===== src/rtl/data_mov_pkg.sv =====
// Shared constants for the data-move unit: opcodes, error codes, FSM states.
package data_mov_pkg;

    localparam logic [4:0] LDW = 5'b00001;
    localparam logic [4:0] STW = 5'b00010;
    localparam logic [4:0] MV  = 5'b00011;

    localparam logic [1:0] ERR_OK    = 2'b00;
    localparam logic [1:0] ERR_ILL   = 2'b01;
    localparam logic [1:0] ERR_ALIGN = 2'b10;
    localparam logic [1:0] ERR_TMO   = 2'b11;

    localparam logic [1:0] S_IDLE = 2'd0;
    localparam logic [1:0] S_MEM  = 2'd1;
    localparam logic [1:0] S_WB   = 2'd2;
    localparam logic [1:0] S_FIN  = 2'd3;

endpackage


===== src/rtl/data_mov_agen.sv =====
// Effective address generator: base + sign-extended offset, plus word alignment check.
module data_mov_agen #(
    parameter int ADDR_W = 32,
    parameter int IMM_W  = 16,
    parameter int DATA_W = 32
) (
    input  logic [ADDR_W-1:0] base,
    input  logic [IMM_W-1:0]  imm,
    input  logic              has_imm,
    output logic [ADDR_W-1:0] ea,
    output logic              misaligned
);

    localparam int ALIGN_W = $clog2(DATA_W / 8);

    logic [ADDR_W-1:0] imm_ext;

    // Sign-extend the offset and add; wrap modulo 2^ADDR_W.
    always_comb begin
        imm_ext    = ADDR_W'($signed(imm));
        ea         = has_imm ? base + imm_ext : base;
        misaligned = |ea[ALIGN_W-1:0];
    end

endmodule


===== src/rtl/data_mov_unit.sv =====
// Multi-cycle MV / LDW / STW executor with req/ack memory port and timeout.
module data_mov_unit
    import data_mov_pkg::*;
#(
    parameter int DATA_W  = 32,
    parameter int ADDR_W  = 32,
    parameter int IMM_W   = 16,
    parameter int RIDX_W  = 5,
    parameter int TIMEOUT = 15
) (
    input  logic              clk,
    input  logic              rst,
    input  logic              in_valid,
    output logic              in_ready,
    input  logic [4:0]        opcode,
    input  logic              has_imm,
    input  logic [IMM_W-1:0]  imm,
    input  logic [ADDR_W-1:0] base,
    input  logic [DATA_W-1:0] x,
    input  logic [RIDX_W-1:0] rd,
    output logic              mem_req,
    output logic              mem_we,
    output logic [ADDR_W-1:0] mem_addr,
    output logic [DATA_W-1:0] mem_wdata,
    input  logic              mem_ack,
    input  logic [DATA_W-1:0] mem_rdata,
    output logic              wb_valid,
    output logic [RIDX_W-1:0] wb_idx,
    output logic [DATA_W-1:0] wb_data,
    output logic              done,
    output logic [1:0]        err
);

    localparam int CNT_W = $clog2(TIMEOUT + 1);
    localparam logic [CNT_W-1:0] TMO_LAST = CNT_W'(TIMEOUT - 1);

    logic [1:0]        state;
    logic [CNT_W-1:0]  cnt;
    logic [ADDR_W-1:0] ea;
    logic              misaligned;
    logic [DATA_W-1:0] imm_data;

    data_mov_agen #(
        .ADDR_W (ADDR_W),
        .IMM_W  (IMM_W),
        .DATA_W (DATA_W)
    ) u_agen (
        .base       (base),
        .imm        (imm),
        .has_imm    (has_imm),
        .ea         (ea),
        .misaligned (misaligned)
    );

    // Sign-extended immediate used as the MV source operand.
    always_comb begin
        imm_data = DATA_W'($signed(imm));
    end

    // Outputs decoded from state so reset drops mem_req asynchronously.
    always_comb begin
        in_ready = (state == S_IDLE);
        mem_req  = (state == S_MEM);
        wb_valid = (state == S_WB);
        done     = (state == S_WB) || (state == S_FIN);
    end

    // Instruction FSM, memory-port registers, timeout counter and result capture.
    always_ff @(posedge clk or posedge rst) begin
        if (rst) begin
            state     <= S_IDLE;
            cnt       <= '0;
            err       <= ERR_OK;
            mem_we    <= 1'b0;
            mem_addr  <= '0;
            mem_wdata <= '0;
            wb_idx    <= '0;
            wb_data   <= '0;
        end else begin
            case (state)
                S_IDLE: begin
                    if (in_valid) begin
                        wb_idx <= rd;
                        case (opcode)
                            MV: begin
                                wb_data <= has_imm ? imm_data : x;
                                err     <= ERR_OK;
                                state   <= S_WB;
                            end
                            LDW, STW: begin
                                if (misaligned) begin
                                    err   <= ERR_ALIGN;
                                    state <= S_FIN;
                                end else begin
                                    mem_addr  <= ea;
                                    mem_we    <= (opcode == STW);
                                    mem_wdata <= x;
                                    cnt       <= '0;
                                    state     <= S_MEM;
                                end
                            end
                            default: begin
                                err   <= ERR_ILL;
                                state <= S_FIN;
                            end
                        endcase
                    end
                end
                S_MEM: begin
                    // An ack in the final allowed cycle takes priority over the timeout.
                    if (mem_ack) begin
                        err <= ERR_OK;
                        if (mem_we) begin
                            state <= S_FIN;
                        end else begin
                            wb_data <= mem_rdata;
                            state   <= S_WB;
                        end
                    end else begin
                        cnt <= cnt + CNT_W'(1);
                        if (cnt == TMO_LAST) begin
                            err   <= ERR_TMO;
                            state <= S_FIN;
                        end
                    end
                end
                default: begin
                    state <= S_IDLE;
                end
            endcase
        end
    end

endmodule


===== config.mk =====
export PLATFORM = sky130hd
export DESIGN_NAME = data_mov_unit
export DESIGN_NICKNAME = d
export VERILOG_FILES = /design/src/rtl/data_mov_pkg.sv /design/src/rtl/data_mov_agen.sv /design/src/rtl/data_mov_unit.sv
export SDC_FILE = /design/constraint.sdc
export NUM_CORES = 1
export LEC_CHECK = 0
export CAP_MARGIN = 0
export CELL_PAD_IN_SITES_DETAIL_PLACEMENT = 0
export CELL_PAD_IN_SITES_GLOBAL_PLACEMENT = 2
export CORE_MARGIN = 2
export CORE_UTILIZATION = 27
export DETAILED_ROUTE_END_ITERATION = 10
export PLACE_DENSITY = 0.81
export SETUP_SLACK_MARGIN = 0.5
export SLEW_MARGIN = 30
export SYNTH_ARGS = -nofsm -noshare
export SYNTH_HDL_FRONTEND = slang
export SYNTH_SLANG_ARGS = --single-unit

===== constraint.sdc =====
create_clock -name clk -period 6.2 [get_ports clk]
set_clock_uncertainty 0.1 [all_clocks]
set_input_delay 0.93 -clock clk [delete_from_list [all_inputs] [get_ports clk]]
set_output_delay 0.93 -clock clk [all_outputs]
set_load 0.01 [all_outputs]

==> flow_summary.toml, run 1 <==
[global_route]
grt_usage = 0.178
grt-ovfl-total = 0
grt_pass1_wl_um = 36000
antenna_found_initial = 0
grt_pass1_vias = 6250
grt_max_degree = 87

[setup_path]
critPathCaptureType = "flop"
cp_max_fo = 27
cp_common_cell = "nor2_1"
worstSetupPathType = "in -> reg"
cp.buffers_inverters = 2
slowest_delay_ps = 680
crit_slowest_cell = "and2_2"
path_cells = "clkdlybuf4s50_1 -> ha_1 -> fa_1 -> nor2_1 -> a21oi_1 -> nor2_1 -> and2_2 -> buf_4 -> nor2_1 -> o22ai_1"
start_kind = "primary input"
path_delay_family = "simple AND/OR/NAND/NOR gates"
cp.arrival_ps = 3980
worstPathRequired_ps = 6370

[final_layout]
syn_to_final_growth_pct = 44.9
fin_cells = 1319
antennaDiodeCount = 0
stdcell_area_mm2 = 0.00948
fin_nets = 1156
drive_gt1_frac = 0.0320
n_fill_cell = 2436

[clocking]
cts_setup_buffers = 0
htree_levels = 3
cts.clk_slew.worst_paths_ps = 80
root_buffer = "clkbuf_16"
cts_sinks = 110
numCtsBuffers = 9
cts_tree = "built"
clk-insertion-delay-late_ps = 350
holdBufCountCts = 0
postCtsResizedCells = 0
max-clock-path-buffers = 2

[place]
dpl_worst_slack_ps = 2140
placed_cells = 1303
io_buffers = 234
placed_area_mm2 = 0.00919
post-dp-hpwl_um = 16500
routabilityCongestion = 0.775

[job]
maxCapViolCount = 0

[synthesis]
syn_nets = 946
synth-seq-cells = 110
syn_area_mm2 = 0.00654
ys_top_cells_by_count = "180 x nand2_1, 110 x dfrtp_1, 106 x a21oi_1"
yosys_warnings = 0
synth.area.top_cells = "dfrtp_1 42%, nand2_1 10%, a21oi_1 8.1%"
synth-edff-count = 0
synthArstFlopShare = 1.00
postSynthAreaPerCell_um2 = 8.33
synth.distinct_cells = 48
synth_cells = 785
yosysSeqAreaShare = 0.421
synth_top_cell_area_share = 0.421
synth_most_common_cell = "nand2_1"
synth.largest_area_cell = "dfrtp_1"
synth_ff_type = "dfrtp_1"

[min_path]
hp-class = "reg -> reg"

[floorplanning]
die_height_um = 160
dieArea_mm2 = 0.0255
num_rows = 56
core-area_mm2 = 0.0236
io_pins = 235
die_w_um = 160
initial_core_util = 0.277

[detailed_routing]
totalWireLength_um = 22500
drtIter0Drc = 275
viasPerCell = 4.68
wire_per_inst_um = 17.1
route.detailed.drc = 0
num_vias = 6172
firstDrtPassIters = 4
drtAntennaViolNets = 0

[timing]
setup_ws_ps = 2390
maxSlewViolCount = 0
min_period_ps = 3810
max_slew.worst_pin.slew_ps = 739
setup_violations = 0
hold_viol = 0
tns_ps = 0
rsz0062_at_grt = "false"
max_slew_margin = 0.507
finalCritPeriodShare = 0.615
max_freq_ghz = 0.262

[power]
ir_worst_vdd_v = 0.000130
leakage_nw = 4.27
p_per_area_mw_per_mm2 = 313
power.total_mw = 2.97

[run_status]
outcome = "finished clean"
[state kept, by name, indices dropped and copies added, names as in the netlist]
register	cells
mem_we	1
state	2
err	2
cnt	4
mem_addr	32
mem_wdata	32
wb_data	32
wb_idx	5
[logic make-up (layout without fill, tap and decap cells)]
| family | Yosys count | after routing | share of synthesized area |
|---|---|---|---|
| mux | 37 | 37 | 0.0579 |
| fa+ha+maj | 34 | 34 | 0.0662 |
| simple gates | 289 | 289 | 0.184 |
| buf+inv | 51 | 266 | 0.0293 |
| xor+xnor | 31 | 31 | 0.0415 |
| compound gates | 233 | 233 | 0.201 |
| flops | 110 | 110 | 0.421 |
[routing by layer]
layer  routed length (um)  part of all wire  GRT usage  up-vias
met5                    0                 0          0        -
met4                  255             0.011     0.0430        0
met3                 1150             0.051     0.0348       14
met2                10100              0.45      0.276      158
met1                11100              0.49      0.254     2869
li1                     -                 -          -     3131
[power breakdown]
group | switching [mW] | internal [mW] | leakage [nW] | total [mW]
Combinational | 0.657 | 0.672 | 2.67 | 1.33
Clock | 0.293 | 0.290 | 0.141 | 0.583
Sequential | 0.127 | 0.927 | 1.45 | 1.05
Total | 1.08 | 1.89 | 4.27 | 2.97
[layout by cell type, fill, tap and decap left out, types with 2 or more instances in the layout]
cell and n:
a221o_1 2, nor3_1 4, inv_6 4, o21ai_1 66, xnor2_1 21, a211oi_1 5, a21boi_1 2, inv_1 7
a21oi_1 106, mux2_1 7, nor2_1 64, o22ai_1 4, o21bai_1 3, nand4_1 5, and2_1 9, nand3_1 3
xor2_1 10, ha_1 33, o21a_1 4, clkdlybuf4s50_1 233, a31oi_1 5, mux2i_1 30, o21ai_0 6, nand2b_1 3
a21o_1 18, clkbuf_16 9, buf_4 7, nor2b_1 4, and3_1 9, nand2_1 178, and4_1 2, o31ai_1 2
dfrtp_1 110
[area by class of cell]
type | count | area, um^2 | area share
multi-input combinational | 624 | 3620 | 0.382
sequential | 110 | 2750 | 0.290
timing repair buffer | 241 | 2390 | 0.252
tap | 319 | 399 | 0.0421
clock buffer | 11 | 243 | 0.0256
clock inverter | 5 | 40.0 | 0.00422
inverter | 9 | 38.8 | 0.00409
[worst reg2reg max path: stages (launching register included)]
cell	delay, ps
dfrtp_1	480
nor2_1	160
and2_1	450
and2_2	700
buf_4	380
nor2_1	70
o22ai_1	160
[stage by stage]
stage               hold WS, ps   util
global route                398  0.402
floorplan                   397      -
finish                      376  0.402
detailed placement          361  0.389
global placement            357  0.389
CTS                         382  0.401
[path summary, 6_finish.rpt]
kind | from | end | slack (ps) | cells after the start
worst max-delay path | imm[0] | mem_addr[29] | 2390 | 10
worst min-delay path | mem_wdata[28] | mem_wdata[28] | 380 | 2
worst max register to register | state[0] | mem_addr[29] | 3610 | 6
worst min register to register | mem_wdata[28] | mem_wdata[28] | 380 | 2
max in group asynchronous | rst | mem_addr[30] | 4000 | 3
min in group asynchronous | rst | wb_data[26] | 970 | 2
Note: power is estimated with default switching activity, not from simulation.
==> run 2, diff against run 1 <==
--- a/config.mk
+++ b/config.mk
@@ -9,9 +9,9 @@
 export CELL_PAD_IN_SITES_DETAIL_PLACEMENT = 0
 export CELL_PAD_IN_SITES_GLOBAL_PLACEMENT = 2
 export CORE_MARGIN = 2
-export CORE_UTILIZATION = 27
+export CORE_UTILIZATION = 23
 export DETAILED_ROUTE_END_ITERATION = 10
-export PLACE_DENSITY = 0.81
+export PLACE_DENSITY = 0.73
 export SETUP_SLACK_MARGIN = 0.5
 export SLEW_MARGIN = 30
 export SYNTH_ARGS = -nofsm -noshare
==> constraint.sdc (replaced) <==
create_clock -name clk -period 3.42 [get_ports clk]
set_clock_uncertainty 0.1 [all_clocks]
set_input_delay 0.513 -clock clk [delete_from_list [all_inputs] [get_ports clk]]
set_output_delay 0.513 -clock clk [all_outputs]
set_load 0.01 [all_outputs]
==> flow_summary.toml, run 2 (synthesized netlist as in run 1, its figures left out) <==
[final_layout]
syn_to_final_growth_pct = 55.6
reg.largest.list = "mem_addr x32, mem_wdata x32, wb_data x32"
drive_gt1_frac = 0.0986
layout_commonest_cell = "clkdlybuf4s50_1"
layout_common_cells = "211 x clkdlybuf4s50_1, 178 x nand2_1, 110 x dfrtp_1"
fin_nets = 1201

[detailed_routing]
num_vias = 6457
wire_per_inst_um = 17.1
totalWireLength_um = 24400
drtIter0Drc = 322
viasPerCell = 4.53
drtAntennaViolNets = 0
route.detailed.drc = 0
firstDrtPassIters = 4

[global_route]
antenna_found_initial = 2
grt_usage = 0.163
grt_pass1_vias = 6604
grt-ovfl-total = 0
grt_max_degree = 67
grt_pass1_wl_um = 38600

[setup_path]
worstPathRequired_ps = 3550
cp.buffers_inverters = 1
r2r_cells = 6
crit_slowest_cell = "clkdlybuf4s50_1"
critPathCaptureType = "flop"
r2r_start = "state[0]"
slowest_delay_ps = 470
r2r_end = "mem_addr[11]"
cp_max_fo = 5
start_kind = "primary input"
path_delay_family = "compound AO/OA/AOI/OAI gates"
path_cells = "clkdlybuf4s50_1 -> ha_4 -> and3_1 -> nand3_1 -> and3b_2 -> o21ai_2 -> o31a_1 -> a31o_4 -> o21ai_1 -> xnor2_1 -> o22ai_1"
cp.arrival_ps = 2960
worstSetupPathType = "in -> reg"
r2r_slack_ps = 1240

[clocking]
root_buffer = "clkbuf_16"
cts_tree = "built"
cts_sinks = 110
holdBufCountCts = 0
numCtsBuffers = 9
htree_levels = 3
clk-insertion-delay-late_ps = 350
cts.clk_slew.worst_paths_ps = 80
max-clock-path-buffers = 2

[floorplanning]
dieArea_mm2 = 0.0298
core-area_mm2 = 0.0279
die_w_um = 173
initial_core_util = 0.234
io_pins = 235
die_height_um = 173
num_rows = 61

[power]
power_frac_clock = 0.194
seq_power_share = 0.346
internal-power_mw = 3.48
ir_worst_vdd_v = 0.000198
power.total_mw = 5.49
leakage_nw = 4.70
p_comb_frac = 0.460
switching_share = 0.367
p_per_area_mw_per_mm2 = 540
p_switching_mw = 2.02

[timing]
max_slew.worst_pin.slew_ps = 731
tns_ps = 0
fin_hold_ws_ps = 377
maxSlewViolCount = 0
max_slew_margin = 0.513
hold_viol = 0
max_freq_ghz = 0.354
rsz0062_at_grt = "true"
setup_violations = 0
finalCritPeriodShare = 0.827
setup_ws_ps = 593
min_period_ps = 2830

[min_path]
hold_start = "mem_wdata[1]"
min_path_cells = 2
hold_end = "mem_wdata[1]"
hp-class = "reg -> reg"

[place]
post-dp-hpwl_um = 18500
routabilityCongestion = 0.827
dpl_worst_slack_ps = -123
io_buffers = 234

[job]
maxCapViolCount = 0

[run_status]
outcome = "finished clean"
[run 2: cell count changes in the layout (fill, tap and decap cells not counted), sizes merged]
cell | previous run | this run
inv | 12 | 10
dlymetal6s2s | 0 | 18
buf | 8 | 53
clkbuf | 11 | 12
clkdlybuf4s50 | 233 | 211
diode | 0 | 1
dlygate4sd2 | 0 | 3
clkinvlp | 0 | 2
[run 2: worst reg2reg max path, stage by stage, from the launching register on]
cell and delay (ps):
dfrtp_1 480, nor2_1 170, and2_1 390, and2_2 450, buf_4 310, nor2_1 70, a21oi_1 130
[run 2: final cells by class]
| class | instances | area [um^2] |
|---|---|---|
| diodes | 1 | 2.50 |
| clock buffers | 11 | 233 |
| clock inverters | 5 | 41.3 |
| fillers | 2942 | 17800 |
| inverters | 9 | 37.5 |
| multi-input cells | 624 | 3800 |
| flip-flops and latches | 110 | 2750 |
| well taps | 378 | 473 |
| repair buffers | 286 | 2840 |
[run 2: repair_timing]
item                       4_1_cts  5_1_grt
pin swaps                       10       14
resized for setup               12       42
buffers inserted                 0        1
setup endpoints to repair       13       16
gates cloned                     0        0
[run 2: worst max path at each step]
stage | from | to | slack [ps] | depth (start not counted)
after floorplan | imm[0] | mem_addr[28] | 660 | 11
after global placement | imm[15] | mem_addr[30] | -150 | 13
final | base[8] | mem_addr[29] | 590 | 11
after CTS | imm[2] | mem_addr[28] | 510 | 12
after detailed placement | imm[15] | mem_addr[30] | -120 | 13
after global routing | base[9] | mem_addr[22] | 470 | 12
[run 2: power groups by stage]
| stage | combinational [mW] | clock [mW] | sequential [mW] |
|---|---|---|---|
| 3_5_place_dp | 2.53 | 0 | 1.93 |
| 6_report | 2.53 | 1.06 | 1.90 |
| 3_3_place_gp | 2.53 | 0 | 1.93 |
| 5_1_grt | 2.78 | 1.16 | 1.96 |
| 4_1_cts | 2.55 | 1.11 | 1.91 |
| 2_1_floorplan | 1.03 | 0 | 2.07 |
[run 2: layer usage]
metal	vias to the layer above	global-route usage	wire, um
met1	3043	0.228	11800
met3	24	0.0253	1060
met4	2	0.0466	427
met5	-	0	13
met2	171	0.262	11100
li1	3217	-	-
[run 2: through the flow]
stage               std cells  utilization  area (um^2)
floorplan                 785            -         6550
global placement         1406        0.346         9670
detailed placement       1406        0.346         9670
CTS                      1422        0.357         9980
global route             1424        0.364        10200
finish                   1424        0.364        10200
==> run 3, diff against run 2 <==
==> constraint.sdc (replaced) <==
create_clock -name clk -period 2.51 [get_ports clk]
set_clock_uncertainty 0.1 [all_clocks]
set_input_delay 0.3765 -clock clk [delete_from_list [all_inputs] [get_ports clk]]
set_output_delay 0.3765 -clock clk [all_outputs]
set_load 0.01 [all_outputs]
==> flow_summary.toml, run 3 (synthesized netlist as in run 1, its figures left out) <==
[run_status]
outcome = "finished clean"

[detailed_routing]
totalWireLength_um = 25200
viasPerCell = 4.49
drtAntennaViolNets = 0
num_vias = 6734
route.detailed.drc = 0
firstDrtPassIters = 4
drtIter0Drc = 238
wire_per_inst_um = 16.8

[power]
leakage_nw = 5.12
power.total_mw = 7.90
p_per_area_mw_per_mm2 = 699
ir_worst_vdd_v = 0.000398

[timing]
min_period_ps = 2390
setup_ws_ps = 120
maxSlewViolCount = 0
hold_viol = 0
setup_violations = 0
max_freq_ghz = 0.418
fin_hold_ws_ps = 222
finalCritPeriodShare = 0.952
max_slew_margin = 0.571
max_slew.worst_pin.slew_ps = 644
rsz0062_at_grt = "true"
tns_ps = 0

[setup_path]
cp.buffers_inverters = 1
cp.arrival_ps = 2540
crit_slowest_cell = "fa_2"
critPathCaptureType = "flop"
worstSetupPathType = "in -> reg"
slowest_delay_ps = 360
start_kind = "primary input"
worstPathRequired_ps = 2660
path_cells = "buf_8 -> ha_4 -> fa_2 -> a21o_1 -> nand4_1 -> nand2_2 -> a221o_1 -> a211oi_2 -> nor2_2 -> a21boi_2 -> xor2_1 -> o22ai_1"
cp_max_fo = 3
path_delay_family = "compound AO/OA/AOI/OAI gates"

[min_path]
hp-class = "in -> reg"

[clocking]
numCtsBuffers = 9
cts_tree = "built"
clk-insertion-delay-late_ps = 350
cts.clk_slew.worst_paths_ps = 90
htree_levels = 3
root_buffer = "clkbuf_16"
cts_sinks = 110
max-clock-path-buffers = 2

[floorplanning]
initial_core_util = 0.234
core-area_mm2 = 0.0279
die_w_um = 173
io_pins = 235
die_height_um = 173
num_rows = 61
dieArea_mm2 = 0.0298

[global_route]
grt_pass1_wl_um = 39700
grt-ovfl-total = 0
grt_pass1_vias = 6882
grt_usage = 0.168
antenna_found_initial = 1
grt_max_degree = 111

[final_layout]
stdcell_area_mm2 = 0.0113
n_fill_cell = 2860
fin_cells = 1500
drive_gt1_frac = 0.248
reg.largest.list = "mem_addr x32, mem_wdata x32, wb_data x32"
fin_nets = 1278
antennaDiodeCount = 0
syn_to_final_growth_pct = 72.8
layout_commonest_cell = "clkdlybuf4s50_1"
finish.utilization = 0.405
layout_common_cells = "191 x clkdlybuf4s50_1, 174 x nand2_1, 108 x dfrtp_1, 108 x buf_4, 87 x a21oi_1"

[place]
post-dp-hpwl_um = 18500
placed_area_mm2 = 0.0103
routabilityCongestion = 0.805
io_buffers = 234
dpl_worst_slack_ps = -761
placed_cells = 1462

[job]
maxCapViolCount = 0
run 3: cell count changes in the layout (fill, tap and decap cells not counted), moves of 7 or more:
cell,before,now
a21oi_1,102,87
a21oi_2,4,17
buf_2,1,15
buf_4,46,108
buf_6,0,16
clkdlybuf4s15_2,0,8
clkdlybuf4s50_1,211,191
dlymetal6s2s_1,18,4
ha_1,22,9
ha_4,9,22
xnor2_1,21,14
run 3: final cells by class:
| class | count | area, um^2 | area share |
|---|---|---|---|
| clock inverters | 6 | 61.3 | 0.00542 |
| clock buffers | 10 | 229 | 0.0202 |
| inverters | 9 | 37.5 | 0.00332 |
| flip-flops and latches | 110 | 2760 | 0.244 |
| repair buffers | 363 | 3440 | 0.304 |
| well taps | 378 | 473 | 0.0418 |
| multi-input cells | 624 | 4320 | 0.382 |
run 3: path summary, 6_finish.rpt:
check	start	end	slack [ps]	cells after the start
setup / recovery	base[0]	mem_addr[24]	120	12
hold / removal	opcode[0]	mem_we	220	2
setup reg to reg	cnt[0]	err[0]	800	6
hold reg to reg	mem_wdata[29]	mem_wdata[29]	380	2
max in group asynchronous	rst	state[1]	1350	3
min in group asynchronous	rst	mem_wdata[27]	440	3
run 3: timing repair:
item,CTS,global route
pin swaps,72,46
setup buffers,15,7
gates cloned,0,0
hold endpoints to repair,0,0
setup endpoints to repair,76,77
gates resized for setup,200,51
hold buffers,0,0
run 3: power breakdown:
group	internal [mW]	switching [mW]	total, mW
Sequential	2.29	0.292	2.58
Combinational	2.04	1.81	3.85
Clock	0.702	0.768	1.47
Total	5.03	2.87	7.90
run 3: per-layer routing:
metal	vias to the layer above	global-route usage	wire length, um
li1	3373	-	-
met1	3177	0.224	11800
met2	167	0.283	11900
met3	15	0.0389	1290
met4	2	0.0258	192
met5	-	0	16
run 3: worst register-to-register path: stages (launching register included):
cell	delay [ps]
dfrtp_1	400
inv_1	100
ha_1	140
and3_1	170
o21ai_0	100
a21oi_2	240
mux2_1	340
